## src/rtl/calc_pkg.sv

```systemverilog
//------------------------------------------------------------------------------
// Module   : calc_pkg
// Brief    : Shared debounce state encoding and button index constants for
//            the calculator input controller.
// Revision : 1.0 - initial release
//------------------------------------------------------------------------------
`default_nettype none

package calc_pkg;

  typedef enum logic [1:0] {
    LOW       = 2'd0,
    WAIT_HIGH = 2'd1,
    HIGH      = 2'd2,
    WAIT_LOW  = 2'd3
  } db_state_t;

  localparam int BTN_ENTER  = 0;
  localparam int BTN_UNDO   = 1;
  localparam int BTN_FORMAT = 2;
  localparam int N_BTN      = 3;

endpackage

`default_nettype wire

```

## src/rtl/btn_debouncer.sv

```systemverilog
//------------------------------------------------------------------------------
// Module   : btn_debouncer
// Brief    : 2-flop synchronizer, 4-state debounce FSM with stability counter
//            and a one-cycle press pulse (no pulse on release).
// Revision : 1.0 - initial release
//------------------------------------------------------------------------------
`default_nettype none

module btn_debouncer
  import calc_pkg::*;
#(
  parameter int N_DEBOUNCER = 10
) (
  input  logic      clk,
  input  logic      rst_n,
  input  logic      i_btn_raw,
  output logic      o_pulse,
  output db_state_t o_state
);

  localparam logic [N_DEBOUNCER-1:0] C_CNT_MAX = '1;
  localparam logic [N_DEBOUNCER-1:0] C_CNT_ONE = N_DEBOUNCER'(1);

  logic                   r_sync_meta;
  logic                   r_sync;
  db_state_t              r_state;
  db_state_t              w_state_next;
  logic [N_DEBOUNCER-1:0] r_cnt;
  logic [N_DEBOUNCER-1:0] w_cnt_inc;
  logic                   w_done;
  logic                   w_press;
  logic                   r_pulse;

  always_ff @(posedge clk or negedge rst_n) begin
    if (!rst_n) begin
      r_sync_meta <= 1'b0;
      r_sync      <= 1'b0;
    end else begin
      r_sync_meta <= i_btn_raw;
      r_sync      <= r_sync_meta;
    end
  end

  assign w_cnt_inc = r_cnt + C_CNT_ONE;
  // Reaching the max on this edge completes 2**N_DEBOUNCER stable samples.
  assign w_done    = (w_cnt_inc == C_CNT_MAX);

  always_ff @(posedge clk or negedge rst_n) begin
    if (!rst_n) begin
      r_state <= LOW;
      r_cnt   <= '0;
      r_pulse <= 1'b0;
    end else begin
      r_state <= w_state_next;
      r_pulse <= w_press;
      if (w_state_next != r_state) begin
        r_cnt <= '0;
      end else if (r_cnt != C_CNT_MAX) begin
        r_cnt <= w_cnt_inc;
      end
    end
  end

  always_comb begin
    w_state_next = r_state;
    case (r_state)
      LOW: begin
        if (r_sync) w_state_next = WAIT_HIGH;
      end
      WAIT_HIGH: begin
        if (!r_sync)     w_state_next = LOW;
        else if (w_done) w_state_next = HIGH;
      end
      HIGH: begin
        if (!r_sync) w_state_next = WAIT_LOW;
      end
      WAIT_LOW: begin
        if (r_sync)      w_state_next = HIGH;
        else if (w_done) w_state_next = LOW;
      end
      default: w_state_next = LOW;
    endcase
  end

  always_comb begin
    w_press = (r_state == WAIT_HIGH) && r_sync && w_done;
    o_pulse = r_pulse;
    o_state = r_state;
  end

endmodule

`default_nettype wire

```

## src/rtl/calc_input_ctrl.sv

```systemverilog
//------------------------------------------------------------------------------
// Module   : calc_input_ctrl
// Brief    : Debounced Enter/Undo/Format pulses and Enter-gated switch
//            snapshot. Optional Undo auto-repeat via UNDO_AUTOREPEAT_EN.
// Revision : 1.0 - initial release
//------------------------------------------------------------------------------
`default_nettype none

module calc_input_ctrl
  import calc_pkg::*;
#(
  parameter int N_DEBOUNCER   = 10,
  parameter int REPEAT_DELAY  = 50_000_000,
  parameter int REPEAT_PERIOD = 20_000_000
) (
  input  logic        clk,
  input  logic        resetN,
  input  logic        BtnEnter,
  input  logic        BtnUndo,
  input  logic        BtnFormat,
  input  logic [15:0] SwRaw,
  output logic        Enter,
  output logic        Undo,
  output logic        DisplayFormat,
  output logic [15:0] DataIn,
  output logic [2:0]  BtnHeld
);

  logic [N_BTN-1:0] w_btn_raw;
  logic [N_BTN-1:0] w_pulse;
  db_state_t        w_state [N_BTN];
  logic             w_rep_pulse;
  logic [15:0]      r_sw_meta;
  logic [15:0]      r_sw_sync;
  logic [15:0]      r_data_hold;

  assign w_btn_raw = {BtnFormat, BtnUndo, BtnEnter};

  for (genvar gi = 0; gi < N_BTN; gi++) begin : g_btn
    btn_debouncer #(
      .N_DEBOUNCER (N_DEBOUNCER)
    ) u_debouncer (
      .clk       (clk),
      .rst_n     (resetN),
      .i_btn_raw (w_btn_raw[gi]),
      .o_pulse   (w_pulse[gi]),
      .o_state   (w_state[gi])
    );
    assign BtnHeld[gi] = (w_state[gi] == HIGH) || (w_state[gi] == WAIT_LOW);
  end

`ifdef UNDO_AUTOREPEAT_EN
  localparam int C_REP_MAX = (REPEAT_DELAY > REPEAT_PERIOD) ? REPEAT_DELAY : REPEAT_PERIOD;
  localparam int C_REP_W   = $clog2(C_REP_MAX + 1);
  localparam logic [C_REP_W-1:0] C_REP_DELAY  = C_REP_W'(REPEAT_DELAY);
  localparam logic [C_REP_W-1:0] C_REP_PERIOD = C_REP_W'(REPEAT_PERIOD);
  localparam logic [C_REP_W-1:0] C_REP_ONE    = C_REP_W'(1);

  logic [C_REP_W-1:0] r_rep_cnt;
  logic [C_REP_W-1:0] r_rep_target;
  logic [C_REP_W-1:0] w_rep_next;
  logic               r_rep_pulse;

  assign w_rep_next = r_rep_cnt + C_REP_ONE;

  // First repeat after REPEAT_DELAY held cycles, then every REPEAT_PERIOD.
  always_ff @(posedge clk or negedge resetN) begin
    if (!resetN) begin
      r_rep_cnt    <= '0;
      r_rep_target <= C_REP_DELAY;
      r_rep_pulse  <= 1'b0;
    end else if (w_state[BTN_UNDO] != HIGH) begin
      r_rep_cnt    <= '0;
      r_rep_target <= C_REP_DELAY;
      r_rep_pulse  <= 1'b0;
    end else if (w_rep_next == r_rep_target) begin
      r_rep_cnt    <= '0;
      r_rep_target <= C_REP_PERIOD;
      r_rep_pulse  <= 1'b1;
    end else begin
      r_rep_cnt    <= w_rep_next;
      r_rep_pulse  <= 1'b0;
    end
  end

  assign w_rep_pulse = r_rep_pulse;
`else
  assign w_rep_pulse = 1'b0;
`endif

  always_ff @(posedge clk or negedge resetN) begin
    if (!resetN) begin
      r_sw_meta   <= 16'h0000;
      r_sw_sync   <= 16'h0000;
      r_data_hold <= 16'h0000;
    end else begin
      r_sw_meta <= SwRaw;
      r_sw_sync <= r_sw_meta;
      if (w_pulse[BTN_ENTER]) r_data_hold <= r_sw_sync;
    end
  end

  // Enter wins a same-cycle collision; the Undo event is discarded.
  assign Enter         = w_pulse[BTN_ENTER];
  assign Undo          = (w_pulse[BTN_UNDO] | w_rep_pulse) & ~w_pulse[BTN_ENTER];
  assign DisplayFormat = w_pulse[BTN_FORMAT];
  assign DataIn        = w_pulse[BTN_ENTER] ? r_sw_sync : r_data_hold;

endmodule

`default_nettype wire

```

## config.mk

```make
export PLATFORM = sky130hd
export DESIGN_NAME = calc_input_ctrl
export DESIGN_NICKNAME = d
export VERILOG_FILES = /design/src/rtl/calc_pkg.sv /design/src/rtl/btn_debouncer.sv /design/src/rtl/calc_input_ctrl.sv
export SDC_FILE = /design/constraint.sdc
export NUM_CORES = 1
export LEC_CHECK = 0
export BUFFER_PORTS_ARGS = -buffer_cell sky130_fd_sc_hd__buf_2
export CORE_MARGIN = 1.5
export CORE_UTILIZATION = 45
export CTS_BUF_LIST = sky130_fd_sc_hd__clkbuf_8
export DETAILED_ROUTE_END_ITERATION = 12
export SYNTH_ARGS = -nofsm -noshare
export SYNTH_HDL_FRONTEND = slang
export SYNTH_SLANG_ARGS = --single-unit
export TNS_END_PERCENT = 20
```

## constraint.sdc

```tcl
create_clock -name clk -period 6.18 [get_ports clk]
set_clock_uncertainty 0.05 [all_clocks]
set_input_delay 0 -clock clk [delete_from_list [all_inputs] [get_ports clk]]
set_output_delay 0 -clock clk [all_outputs]
set_load 0.01 [all_outputs]
```

* Yosys cells after proc, flatten, opt, wreduce, memory -nomap -nowiden
Cells that the tools add are included.
** Storage, ports and cells
- Register bits :: 93
- Bits of input ports :: 21
- Output and inout port bits :: 22
- Word-level logic and storage cells :: 84
** Operators by class
- Add/sub/neg operators :: 3
- Equal/unequal tests :: 18
- Muxes and demuxes :: 28
- Bitwise gates (word level) :: 2
- Reductions and logical operators :: 15
** Operators by type and width (count)
- two-way mux 10 bit :: 6
- two-way mux 2 bit :: 18
- adder 10 x 1 -> 10 bit (second input constant) :: 3
- equality test 10 bit (second input constant) :: 3
- != test 10 bit (second input constant) :: 3
- case mux 2 bit (4 select lines) :: 3
- two-way mux 16 bit :: 1
- equality test 2 bit (second input constant) :: 6
- equality test 2 x 1 -> 1 bit (second input constant) :: 3
- logical AND 1 bit :: 6
- logical NOT 2 bit :: 3
- != test 2 bit :: 3
- nonzero test 2 bit :: 3
- logical OR 1 bit :: 3
- bitwise AND 1 bit :: 1
- NOT 1 bit :: 1

* Depth between registers and ports, before layout
Gate-level depths: netlist (run 1).
- Depth after elaboration :: 7
- Gate-level depth with buffers :: 8
- Mapped depth without buffers :: 7

* Cells and area by module
From an unflattened synthesis (run 1), not the netlist that was laid out.
** Unflattened totals
- Cell total of the unflattened synthesis :: 277
- Area, all modules :: 3662.3 µm²
** Modules (own cells, without submodules)
- btn_debouncer :: instances 3, cells each 69, area an instance 732.0 µm², seq. area each 375.4 µm²
- calc_input_ctrl :: instances 1, cells each 70, area an instance 1466.4 µm², seq. area each 1201.2 µm²

* Worst setup path before layout (run 1)
OpenSTA, ideal clock, no wires.
- Kind :: register -> register
- From :: register g_btn[2].u_debouncer.r_cnt[0]
- To :: register g_btn[2].u_debouncer.r_state[1]
- Setup time :: 0.125 ns
- Data arrival time :: 2.076 ns
- Required time :: 6.005 ns
- Slack :: 3.930 ns
- Cell stages (with the launch flop) :: 7
- Buffers on the path :: 0
- Period minus slack after synthesis :: 2.250 ns
- Cells stage by stage :: dfrtp_1 -> ha_1 -> xnor2_1 -> or4_1 -> a2111oi_2 -> and2_1 -> mux2_2
** On the way
- Cells in the longest elaborated chain, start to end :: 5
- Elaborated cells on any way between the ends :: 7
- Those cells by class :: add/sub: 1; eq/ne: 1; mux: 5
** Ends and longest elaborated chain
- start: declaration :: line btn_debouncer.sv:28 : logic [N_DEBOUNCER-1:0] r_cnt;
- start signal: assignment :: line btn_debouncer.sv:59 : r_cnt <= w_cnt_inc;
- adder 10 x 1 -> 10 bit * :: line btn_debouncer.sv:44 : assign w_cnt_inc = r_cnt + C_CNT_ONE;
- equality test 10 bit * :: line btn_debouncer.sv:46 : assign w_done = (w_cnt_inc == C_CNT_MAX);
- two-way mux 2 bit (on tied branches) :: line btn_debouncer.sv:79, btn_debouncer.sv:72
- two-way mux 2 bit (on tied branches) :: line btn_debouncer.sv:78, btn_debouncer.sv:71
- case mux 2 bit (4 select lines) * :: line btn_debouncer.sv:66 : case (r_state)
- net g_btn[2].u_debouncer.w_state_next[1] :: line btn_debouncer.sv:27 : db_state_t w_state_next;
- end signal: assignment :: line btn_debouncer.sv:54 : r_state <= w_state_next;
- end: declaration :: line btn_debouncer.sv:26 : db_state_t r_state;
Mark *: on every way through the listed nets, which the timed path passes. The rest lies on a longest branch.
A chain may end at the register's enable or synchronous reset.

* Final worst setup path (run 1)
- From :: register g_btn[1].u_debouncer.r_cnt[0]
- To :: register g_btn[1].u_debouncer.r_state[1]
** On the way
- Cells in the longest elaborated chain, start to end :: 5
- Elaborated cells on any way between the ends :: 7
- Those cells by class :: add/sub: 1; eq/ne: 1; mux: 5
** Ends and longest elaborated chain (line)
- start: declaration :: btn_debouncer.sv:28
- start signal: assignment :: btn_debouncer.sv:59
- adder 10 x 1 -> 10 bit * :: btn_debouncer.sv:44
- equality test 10 bit * :: btn_debouncer.sv:46
- two-way mux 2 bit (on tied branches) :: btn_debouncer.sv:79, btn_debouncer.sv:72
- two-way mux 2 bit (on tied branches) :: btn_debouncer.sv:78, btn_debouncer.sv:71
- case mux 2 bit (4 select lines) * :: btn_debouncer.sv:66
- net g_btn[1].u_debouncer.w_state_next[1] :: btn_debouncer.sv:27
- end signal: assignment :: btn_debouncer.sv:54
- end: declaration :: btn_debouncer.sv:26
Marks and branches as above.

==> results of run 1 <==
state kept, by name, indices dropped and copies added (netlist names):
register / flops
g_btn.u_debouncer.o_pulse: 3
g_btn.u_debouncer.o_state: 6
g_btn.u_debouncer.r_cnt: 30
g_btn.u_debouncer.r_sync: 3
g_btn.u_debouncer.r_sync_meta: 3
r_data_hold: 16
r_sw_meta: 16
r_sw_sync: 16
cell usage in the layout, fill, tap and decap left out, types with 3 or more instances in the layout:
| cell type | synthesis | routed |
|---|---|---|
| buf_2 | 3 | 41 |
| clkinv_8 | 0 | 4 |
| nand4_1 | 4 | 4 |
| a211oi_1 | 5 | 5 |
| nor2b_1 | 3 | 3 |
| and3_1 | 4 | 4 |
| dfrtp_1 | 93 | 93 |
| a21oi_1 | 12 | 12 |
| nand2_1 | 23 | 23 |
| dlygate4sd3_1 | 0 | 20 |
| nand3_1 | 17 | 17 |
| xnor2_1 | 9 | 9 |
| clkbuf_8 | 0 | 9 |
| o31ai_1 | 4 | 4 |
| a221oi_1 | 3 | 3 |
| xor2_1 | 4 | 4 |
| and2_1 | 4 | 4 |
| ha_1 | 6 | 6 |
| mux2_2 | 19 | 19 |
| o21ai_0 | 8 | 8 |
| or2_2 | 3 | 3 |
| inv_1 | 6 | 6 |
| and3b_1 | 3 | 3 |
| nor2_1 | 27 | 27 |
| mux2i_1 | 5 | 5 |
| nor3b_1 | 4 | 4 |
| a22oi_1 | 3 | 3 |
| nor3_1 | 9 | 9 |
| a31oi_1 | 7 | 7 |
| nor4b_1 | 3 | 3 |
worst max-delay path, cell delays in order, from the launching register on:
cell and delay (ns):
dfrtp_1 0.44, ha_1 0.24, and2_1 0.21, nor4b_1 0.30, a21oi_1 0.12, a211oi_2 0.75, mux2_2 0.41
per-layer routing:
layer,part of all wire,track usage,up-vias
met5,0,0,-
met4,0.012,0.0513,0
met3,0.035,0.0484,6
met2,0.48,0.259,44
met1,0.48,0.221,1303
li1,-,-,1323
how the worst min path moves through the flow:
stage / startpoint / to / slack, ns / cells after the start
finish: resetN / g_btn[2].u_debouncer.r_cnt[4] / 0.05 / 2
global route: resetN / g_btn[0].u_debouncer.r_cnt[5] / 0.07 / 2
CTS: resetN / g_btn[0].u_debouncer.r_cnt[3] / 0.05 / 2
floorplan: resetN / g_btn[0].u_debouncer.o_pulse / -0.35 / 0
detailed placement: resetN / g_btn[2].u_debouncer.r_cnt[4] / -0.08 / 1
global placement: resetN / g_btn[2].u_debouncer.r_cnt[4] / -0.08 / 1
cells by family (layout without fill, tap and decap cells):
logic type,after synthesis,in the layout,synth area share
fa+ha+maj,6,6,0.0190
simple gates,121,121,0.166
mux,24,24,0.0667
flops,93,93,0.588
buf+inv,22,85,0.0285
compound gates,56,56,0.103
xor+xnor,13,13,0.0288
cell type report:
class / instances / area share
clock buffer: 9 / 0.0267
clock inverter: 7 / 0.0197
inverter: 6 / 0.00486
multi-input combinational: 220 / 0.327
sequential: 93 / 0.502
tap: 108 / 0.0291
timing repair buffer: 63 / 0.0907
power groups by stage:
stage / combinational, mW / clock, mW / sequential [mW]
floorplan: 0.0367 / 0 / 0.654
global placement: 0.0558 / 0 / 0.661
finish: 0.0646 / 0.409 / 0.650
global route: 0.0740 / 0.454 / 0.654
CTS: 0.0665 / 0.431 / 0.650
detailed placement: 0.0565 / 0 / 0.662
==> results.cfg, run 1 <==
[run_status]
status = completed

[critical_path]
reg2reg_setup_slack_ns = 3.55
startpoint = g_btn[1].u_debouncer.r_cnt[0]
start_kind = register
r2r_cells = 6
worstPathMaxFanout = 13
reg2reg_to = g_btn[1].u_debouncer.o_state[1]
path_class = reg -> reg
required_ns = 6.38
worstReg2RegStart = g_btn[1].u_debouncer.r_cnt[0]
critPathCaptureType = register
worstPathArrival_ns = 2.83
crit_end = g_btn[1].u_debouncer.o_state[1]

[pwr]
switching_power_mw = 0.301
clockPowerShare = 0.364
p_total_mw = 1.12
p_int_mw = 0.822
leakage_nw = 2.11
sw_frac_of_total = 0.268
ir_drop_mv = 0.169
powerDensity_nw_per_um2 = 242
combPwrFrac = 0.057
power_frac_seq = 0.578

[timing]
finalHoldViolations = 0
fmax_ghz = 0.381
rsz0062_at_grt = false
finalSetupTns_ns = 0
hold_ws_ns = 0.0471
setup_ws_ns = 3.55
period_needed_ns = 2.63
fin_crit_sh = 0.425
slew_headroom = 0.424
tightest_slew_ns = 0.863
finalSetupViolCount = 0
final-max-slew-violation-count = 0

[logic_synthesis]
yosys-top-cells-area = dfrtp_1, mux2_2, nor2_1
synth.top_cells.by_count = dfrtp_1, nor2_1, nand2_1
yosysSeqAreaShare = 0.588
synth_ff_type = dfrtp_1
syn_area_um2 = 3960
yosys_warnings = 0
syn_area_per_cell_um2 = 11.8
synth_seq_cells = 93
synth_cell_types = 56
ys_async_sr_fraction = 1.00
yosys.area.top_type_share = 0.588
synthesis.nets = 362
yosys.area.top_type = dfrtp_1
yosysMostFrequentCell = dfrtp_1
synth_edf_count = 0
syn-instance-count = 335

[clock_tree]
worstSkewPairLatency_ns = 0.36
htree_levels = 3
clk_path_buf_depth = 2
ctsResizeCount = 0
clock_sinks = 93
clk_pin_slew_ns = 0.10
post_cts_buffers = 0
cts_tree = done
postCtsHoldBufs = 20
numCtsBuffers = 9
root_buffer = clkbuf_8

[routing]
firstDrtPassIters = 4
route.vias.total = 2676
first_iter_violations = 106
vias_per_cell = 5.29
wl_um = 7030
wl_per_cell_um = 13.9
drc_errors = 0
postRouteAntennaNets = 0

[placed_design]
portBuffers = 42
numPlacedInstances = 470
post-place-ws_ns = 3.59
place_area_um2 = 4220
gp_congestion = 0.851
dpl.hpwl_um = 4720

[final_layout]
fin_util = 0.537
register_area_um2 = 2330
antenna_cells = 0
fin_cells = 506
design_area_um2 = 4640
nFillCells = 738
nets = 420
area_delta_synth_final_pct = 17.2
drive_above_1_share = 0.221
multi_input_area_um2 = 1520

[floorplan]
io_pins = 43
die-area_um2 = 9360
die_y_um = 96.8
start_util = 0.458
rows = 34
design.core.area_um2 = 8640
die_x_um = 96.8

[grt]
antenna_found_initial = 0
grt_pass1_vias = 2661
track_usage = 0.165
grt_pass1_wl_um = 12500
overflow = 0
grt_max_degree = 64

[hold_path]
hold_path.class = in -> async

[flow_run]
maxCapViolations = 0
Power figures use the tool's default switching activity.
==> inputs of run 2 (changes only) <==
- PLACE_DENSITY: default -> 0.66
- clock period: 6.18 -> 2.4 ns (I/O delays scaled with it)
==> run 2 against run 1 <==
  * Sequential cell count did not move
  * Cell count is 2.2% higher
  * Register-to-register slack worse by 3.4 ns
  * Combinational power grew to 3.0 times the previous value
  * Routed wire length increased by 1.7%
  * Global-route usage is 0.26 points higher
  * Clock power increased by 140%
  * Power rose to 2.5 times the previous value
  * Die area is the same
  * Cell area rose by 1.9%
  * Largest cell class unchanged
==> results.cfg, run 2 (synthesis results as in run 1) <==
[timing]
period_needed_ns = 2.29
finalSetupTns_ns = 0
final-max-slew-violation-count = 0
fin_crit_sh = 0.953
setup_ws_ns = 0.112
hold_ws_ns = 0.0961
fmax_ghz = 0.437
slew_headroom = 0.662
tightest_slew_ns = 0.506
finalSetupViolCount = 0
finalHoldViolations = 0

[routing]
postRouteAntennaNets = 0
first_iter_violations = 134
firstDrtPassIters = 4
wl_um = 7150
drc_errors = 0
vias_per_cell = 5.35
route.vias.total = 2767
wl_per_cell_um = 13.8

[clock_tree]
htree_levels = 3
worstSkewPairLatency_ns = 0.36
clock_sinks = 93
post_cts_buffers = 0
clk_pin_slew_ns = 0.10
numCtsBuffers = 9
clk_path_buf_depth = 2
cts_tree = done
root_buffer = clkbuf_8

[floorplan]
design.core.area_um2 = 8640
die_x_um = 96.8
die-area_um2 = 9360
die_y_um = 96.8
start_util = 0.458
rows = 34
io_pins = 43

[critical_path]
worstPathArrival_ns = 2.49
startpoint = g_btn[2].u_debouncer.r_cnt[0]
worstReg2RegStart = g_btn[2].u_debouncer.r_cnt[0]
start_kind = register
worstPathMaxFanout = 6
path_class = reg -> reg
required_ns = 2.60
critPathCaptureType = register

[grt]
met3_usage = 0.0354
track_usage = 0.167
grt-busiest-layer = met2
grt_pass1_wl_um = 12600
grt_max_degree = 40
antenna_found_initial = 0
met1_usage = 0.207
overflow = 0
grt_use_met2 = 0.282
grt_pass1_vias = 2799

[hold_path]
hold_path.class = in -> async

[placed_design]
post-place-ws_ns = 0.116
portBuffers = 42
dpl.hpwl_um = 4930
place_area_um2 = 4320
gp_congestion = 0.873

[pwr]
powerDensity_nw_per_um2 = 602
leakage_nw = 2.15
ir_drop_mv = 0.371

[final_layout]
antenna_cells = 0
nFillCells = 732
drive_above_1_share = 0.249
register_area_um2 = 2330
regMostFlops = g_btn.u_debouncer.r_cnt
design_area_um2 = 4730
fin_util = 0.547
largest_reg_flops = 30
multi_input_area_um2 = 1540
area_delta_synth_final_pct = 19.4
nets = 431
final_cell_mix = dfrtp_1, buf_2, nor2_1
final_common_cell = dfrtp_1

[run_status]
status = completed

[flow_run]
maxCapViolations = 0
-- run 2: cell count changes in the layout (fill, tap and decap cells not counted), sizes merged --
cell      previous run  this run
inv                  8        10
clkinv               5         2
clkinvlp             0         1
buf                 43        54
-- run 2: final cells by class --
class,instances,share of cell area
timing repair buffer,74,0.109
tap,108,0.0286
clock buffer,9,0.0262
sequential,93,0.492
inverter,6,0.00477
multi-input combinational,220,0.325
clock inverter,7,0.0135
-- run 2: worst paths after layout --
path	end	slack [ns]	cells past startpoint
max	g_btn[2].u_debouncer.o_state[1]	0.11	8
min	g_btn[2].u_debouncer.o_pulse	0.1	2
max reg2reg	g_btn[2].u_debouncer.o_state[1]	0.11	8
min reg2reg	r_sw_sync[10]	0.29	0
max in group asynchronous	r_sw_sync[15]	1.59	3
min in group clk	g_btn[1].u_debouncer.r_sync_meta	0.22	2
-- run 2: what timing repair did --
action	in CTS	in global routing
hold buffers	20	0
gates resized for setup	0	4
endpoints found under the hold margin	94	0
endpoints found under the setup margin	0	12
-- run 2: per-stage QoR --
| step | power [mW] | std cells |
|---|---|---|
| global placement | 1.86 | 481 |
| floorplan | 1.78 | 335 |
| global route | 3.00 | 517 |
| CTS | 2.89 | 517 |
| finish | 2.84 | 517 |
| detailed placement | 1.87 | 481 |
-- run 2: layer usage --
metal / vias up / wire (um)
li1: 1344 / -
met5: - / 0
met4: 0 / 119
met2: 56 / 3540
met3: 11 / 256
met1: 1356 / 3240
-- run 2: power breakdown --
group	switching [mW]	internal, mW	leakage (nW)	total (mW)
clock	0.582	0.402	0.0956	0.984
combinational	0.103	0.0925	0.859	0.196
sequential	0.0434	1.62	1.20	1.66
total	0.729	2.11	2.15	2.84
-- run 2: critical path: stages (launching register included) --
cell,delay [ns]
dfrtp_1,0.39
buf_4,0.16
inv_1,0.05
ha_1,0.13
nand2_1,0.05
or4_1,0.56
a2111oi_4,0.25
and2_1,0.20
mux2_2,0.33
